==> config.mk <==
export PLATFORM = sky130hd
export DESIGN_NAME = or1200_alarm_responder
export DESIGN_NICKNAME = d
export VERILOG_FILES = /design/src/rtl/or1200_alarm_responder.sv
export SDC_FILE = /design/constraint.sdc
export NUM_CORES = 1
export LEC_CHECK = 0
export BUFFER_PORTS_ARGS = -buffer_cell sky130_fd_sc_hd__buf_2
export CORE_ASPECT_RATIO = 1.4
export CORE_MARGIN = 2
export CORE_UTILIZATION = 40
export DETAILED_ROUTE_END_ITERATION = 6
export PLACE_DENSITY = 0.72
export RECOVER_POWER = 50
export SLEW_MARGIN = 20
export SYNTH_ARGS = -nofsm -noshare
export SYNTH_HDL_FRONTEND = slang
export SYNTH_SLANG_ARGS = --single-unit
export TNS_END_PERCENT = 100
==> constraint.sdc <==
create_clock -name clk -period 2 [get_ports clk]
set_input_delay 0.2 -clock clk [delete_from_list [all_inputs] [get_ports clk]]
set_output_delay 0.2 -clock clk [all_outputs]
set_load 0.05 [all_outputs]
==> src/rtl/or1200_alarm_responder.sv <==
// Alarm responder: turns the privilege-checker aggregate alarm into a stall,
// a timed core reset request, a sticky cause record and an episode count with lockout.
module or1200_alarm_responder #(
  parameter int unsigned HOLD_CYCLES    = 16,
  parameter int unsigned LOCK_THRESHOLD = 3,
  parameter int unsigned CNT_W          = 8
) (
  input  logic             clk,
  input  logic             rst,
  input  logic             alarm,
  input  logic [5:0]       fail_vec,
  input  logic             ack,
  output logic             cpu_stall,
  output logic             cpu_rst_req,
  output logic [5:0]       cause,
  output logic [CNT_W-1:0] alarm_count,
  output logic             locked
);

  localparam int unsigned HOLD_W = 8;

  localparam logic [HOLD_W-1:0] HOLD_LOAD = HOLD_W'(HOLD_CYCLES - 1);
  localparam logic [CNT_W-1:0]  CNT_MAX   = {CNT_W{1'b1}};
  localparam logic [CNT_W-1:0]  LOCK_LVL  = CNT_W'(LOCK_THRESHOLD);

  typedef enum logic [2:0] {
    IDLE,
    STALL,
    RESET,
    WAIT_ACK,
    LOCKED
  } state_t;

  state_t            state;
  logic [HOLD_W-1:0] hold;

  // Saturating episode counter increment.
  function automatic logic [CNT_W-1:0] sat_inc(input logic [CNT_W-1:0] c);
    return (c == CNT_MAX) ? c : c + CNT_W'(1);
  endfunction

  // Further alarms inside an episode only widen the cause record.
  logic [5:0] cause_acc;
  assign cause_acc = alarm ? (cause | fail_vec) : cause;

  always_ff @(posedge clk or posedge rst) begin
    if (rst) begin
      state       <= IDLE;
      hold        <= '0;
      cpu_stall   <= 1'b0;
      cpu_rst_req <= 1'b0;
      cause       <= '0;
      alarm_count <= '0;
      locked      <= 1'b0;
    end else begin
      case (state)
        IDLE: begin
          if (alarm) begin
            cause       <= fail_vec;
            alarm_count <= sat_inc(alarm_count);
            cpu_stall   <= 1'b1;
            state       <= STALL;
          end
        end

        STALL: begin
          cause       <= cause_acc;
          hold        <= HOLD_LOAD;
          cpu_rst_req <= 1'b1;
          state       <= RESET;
        end

        RESET: begin
          cause <= cause_acc;
          if (hold == '0) begin
            cpu_rst_req <= 1'b0;
            state       <= WAIT_ACK;
          end else begin
            hold <= hold - HOLD_W'(1);
          end
        end

        WAIT_ACK: begin
          if (!ack) begin
            cause <= cause_acc;
          end else if (alarm_count >= LOCK_LVL) begin
            cause  <= cause_acc;
            locked <= 1'b1;
            state  <= LOCKED;
          end else if (alarm) begin
            // Back-to-back episode: stall is held, no return through IDLE.
            cause       <= fail_vec;
            alarm_count <= sat_inc(alarm_count);
            state       <= STALL;
          end else begin
            cause     <= '0;
            cpu_stall <= 1'b0;
            state     <= IDLE;
          end
        end

        LOCKED: begin
          cpu_stall <= 1'b1;
          locked    <= 1'b1;
        end

        default: begin
          state       <= IDLE;
          cpu_stall   <= 1'b0;
          cpu_rst_req <= 1'b0;
        end
      endcase
    end
  end

endmodule

[Word level (Yosys, flattened, before mapping)]
Index checks and enable logic that the tools add are counted.
W data, S select, Z words.
Word-level totals
  register bits: 28
  bits in latches: 0
  memory bits (writable): 0
  memory bits (read-only): 0
  input bits: 10
  output and inout bits: 17
  logic and storage cells: 70
  memories: 0
Operators by class
  add/sub/neg operators: 2
  multipliers: 0
  div/mod/pow operators: 0
  order comparisons: 1
  equality and inequality tests: 12
  shift-type cells: 0
  mux-type cells: 29
  bitwise gates (word level): 4
  reductions and logical operators: 15
Operator list (number)
  $mux W8: 5
  $pmux W8 S2: 2
  $mux W6: 5
  $pmux W6 S3: 1
  $pmux W3 S5: 1
  $ne A2 B2 Y1 const B: 7
  $mux W3: 4
  $add A8 B1 Y8 const B: 1
  $eq A8 B8 Y1 const B: 1
  $ge A8 B2 Y1 const B: 1
  $logic_not A8 Y1: 1
  $mux W1: 8
  $sub A8 B1 Y8 const B: 1
  $eq A3 B2 Y1 const B: 2
  $or A6 B6 Y6: 1
  $reduce_and A2 Y1: 3
  $reduce_and A3 Y1: 2
  $reduce_bool A2 Y1: 3
  $reduce_and A5 Y1: 1
  $pmux W1 S4: 1
  $reduce_and A4 Y1: 1
  $eq A3 B1 Y1 const B: 1
  $eq A3 B3 Y1 const B: 1
  $logic_not A3 Y1: 1
  other kinds (6): 8

[Longest topological paths before layout]
  depth in word-level cells: 6
  depth in mapped cells: 6
  mapped depth without buffers: 6

[Least setup slack after synthesis]
Ideal clock, no wire load.
  kind: flip-flop to flip-flop
  from: register alarm_count[0]
  to: register alarm_count[6]
  library setup time: 125 ps
  arrival: 2006 ps
  required time: 1875 ps
  path slack: -130 ps
  stages on the path, launching flop included: 6
  path buffers: 0
  period minus slack after synthesis: 2130 ps
  path through: dfrtp_1 -> ha_1 -> nor4_2 -> a21oi_2 -> nor4_1 -> mux2_2
On the way
  word-level cells in the longest chain between the ends: 6
  elaborated cells on any way between the ends: 10
  classes of those cells: 1 x add/sub; 1 x order compare; 2 x eq/ne; 5 x mux; 1 x reduce/logical
Ends and longest elaborated chain
  from (decl): RTL line 16  | output logic [CNT_W-1:0] alarm_count,
  from (signal assigned): RTL line 60  | alarm_count <= sat_inc(alarm_count);
  from (signal assigned): RTL line 93  | alarm_count <= sat_inc(alarm_count);
  $add A8 B1 Y8 / $eq A8 B8 Y1 (equally long branches): RTL line 39  | return (c == CNT_MAX) ? c : c + CNT_W'(1);
  $mux W8: RTL line 39
  $mux W8: RTL line 58, 90
  $mux W8: RTL line 86  | end else if (alarm_count >= LOCK_LVL) begin
  $mux W8: RTL line 84  | if (!ack) begin
  $pmux W8 S2: RTL line 56  | case (state)
Parallel ways exist; a longest one is shown, timed or not. The select of a mux whose other input is x is not followed.
A chain may end at the register's enable or synchronous reset.

[Worst setup path after layout]
  from: register alarm_count[0]
  to: register alarm_count[7]
The elaborated chain is that of the path after synthesis.

==> reports/results.ini <==
[run_status]
outcome=completed

[hold_path]
min_path_type=in -> reg
hold_depth=2

[setup_path]
critPathLaunchType=flop
reg2reg_depth=5
critical_path_class=reg -> reg
max_stage_delay_ns=0.45
crit_chain=ha_1, nor4_4, a21oi_4, and4bb_1, mux2_2
slowest_stage=dfrtp_2
crit_arrival_ns=2.02
crit_path_max_fanout=10
crit_required_ns=2.16
crit_path_end_kind=flop

[placement]
port_buffers=26
gp_congestion=0.835
post_dp_cell_area_mm2=0.00165
hpwl_mm=2.42

[timing]
finalSetupViolCount=0
drv_slew=0
hold_ws_ns=0.145
rsz0062_at_grt=no
worstMarginPinSlew_ns=0.634
fin_setup_tns_ns=0
clock_skew_ns=0.00561
relSlewSlack=0.578
period_share=0.927
final_hold_viol_count=0
fin_crit_ns=1.85
max_freq_mhz=540

[floorplan]
io_pins=27
fp.dieH_um=75.3
start_util=0.423
dieArea_mm2=0.00414
num_rows=25
coreArea_mm2=0.00344
die_w_um=55.0

[logic_synthesis]
synth-seq-cells=28
synth_top_cells_by_count=dfrtp_1, nor2_1, nand2_1
synth_top_area_cell=dfrtp_1
syn_avg_cell_area_um2=10.8
synth_top_area_share=0.482
synth_most_common_cell=dfrtp_1
synth_cells=135
synth.top_cells.by_area=dfrtp_1, a22o_1, xor2_1
yosysSeqAreaShare=0.482
synth_edf_count=0
synth_ff_type=dfrtp_1
async_flop_share=1.00
syn_nets=148
synthesis.area_mm2=0.00145
synth.distinct_cells=43
yosysWarnings=0

[cts]
cts_sinks=28
numCtsBuffers=3
cts_tree=yes
cts_buffer_depth=2
h-tree-depth=1
clkTransAtPathRegs_ns=0.09
root_buffer=clkbuf_8
clkLatencyLatePin_ns=0.27

[global_route]
grt_antenna_before_repair=0
grt-ovfl-total=0
grt_use_total=0.174
grt_max_degree=16
grt_first_pass_wirelength_mm=5.38
grt_pass1_vias=1188

[route]
wl_mm=3.10
drc_errors=0
ant_nets=0
num_vias=1191
dr.pass1.iters=4
drtIter0Drc=38
wl_per_cell_um=14.9
vias_per_cell=5.73

[cells_and_area]
area_growth_pct=19.2
design_area_mm2=0.00173
nets=182
final_core_util=0.504
num_antenna_cells=0
drive_gt1_frac=0.268

[power_and_ir_drop]
max-vdd-ir-drop_mv=1.26
total_power_mw=2.77
powerDensity_mw_per_mm2=1600
p_leak_nw=0.765

[job]
drv_cap=0

[path summary, 6_finish.rpt]
kind	start	endpoint	slack, ns
max	alarm_count[0]$_DFFE_PP0P_	alarm_count[7]$_DFFE_PP0P_	0.15
min	fail_vec[5]	cause[5]$_DFFE_PP0P_	0.15
max reg2reg	alarm_count[0]$_DFFE_PP0P_	alarm_count[7]$_DFFE_PP0P_	0.15
min reg2reg	locked$_DFFE_PP0P_	locked$_DFFE_PP0P_	0.50
max in group asynchronous	rst	hold[4]$_DFFE_PP0P_	0.77
min in group asynchronous	rst	cause[5]$_DFFE_PP0P_	0.39
[cell usage in the layout, fill, tap and decap left out, types with 2 or more instances in the layout]
cell,netlist,final
a21oi_1,4,4
a22o_1,7,7
and2_1,2,2
and3_1,2,2
buf_2,1,19
buf_4,2,2
clkbuf_1,0,10
clkbuf_8,0,4
dfrtp_1,28,26
dfrtp_2,0,2
ha_1,3,3
inv_1,5,5
mux2_2,3,3
nand2_1,8,8
nand2b_1,2,2
nand3_1,5,5
nor2_1,10,10
nor2b_1,2,2
nor3_1,6,5
nor3_2,1,2
nor4_1,5,4
o211ai_1,2,2
o21ai_0,4,4
o31a_1,3,3
o31ai_1,2,2
or2_2,2,2
xor2_1,7,7
[power by group]
part,leakage [nW],total (mW),switching [mW],internal (mW)
logic,0.405,1.43,0.979,0.451
registers,0.332,0.990,0.226,0.764
clock network,0.0288,0.347,0.171,0.176
[cell type report]
cell class,count,area [µm²]
multi-input combinational,99,748
timing repair buffer,32,158
tap,40,50.0
clock buffer,4,55.1
sequential,28,703
inverter,5,18.8
fill,334,1710
[state kept, by name, summed over array words and instances, names as in the netlist]
register	flops
alarm_count	8
hold	8
cause	6
state	3
cpu_rst_req	1
cpu_stall	1
locked	1
[through the flow]
step	setup slack [ns]	std cells
2_1_floorplan	0.0135	135
6_report	0.147	208
4_1_cts	0.0193	208
3_3_place_gp	0.138	203
5_1_grt	0.0355	208
3_5_place_dp	0.0350	203
[logic make-up (layout without fill, tap and decap cells)]
kind of cell / count (synthesis) / after routing / share of synthesized area
AND/OR/NAND/NOR: 56 / 56 / 0.237
AO/OA/AOI/OAI: 29 / 29 / 0.157
flip-flops: 28 / 28 / 0.482
buffers and inverters: 8 / 41 / 0.0267
XOR/XNOR: 7 / 7 / 0.0422
multiplexers: 4 / 4 / 0.0301
adder cells (fa/ha/maj): 3 / 3 / 0.0258
[repair_timing]
item                                    4_1_cts  5_1_grt
resized for setup                             0        5
endpoints found under the hold margin         6        0
hold buffers                                  1        0
setup buffers                                 0        0
endpoints found under the setup margin        0        6
[per-layer routing]
metal / track usage / share of wire / up-vias / wire, µm
met5: 0 / 0 / - / 0
met4: 0.0515 / 0.0074 / 0 / 23
met1: 0.211 / 0.39 / 600 / 1200
li1: - / - / 565 / -
met2: 0.319 / 0.58 / 24 / 1800
met3: 0.0176 / 0.024 / 2 / 73
[worst max-delay path, delay by kind of cell (launching register included)]
family | cells | cell delay [ns]
AND/OR/NAND/NOR | 2 | 0.54
flip-flops | 1 | 0.45
adder cells (fa/ha/maj) | 1 | 0.27
multiplexers | 1 | 0.33
AO/OA/AOI/OAI | 1 | 0.16
(Power assumes the default switching activity.)
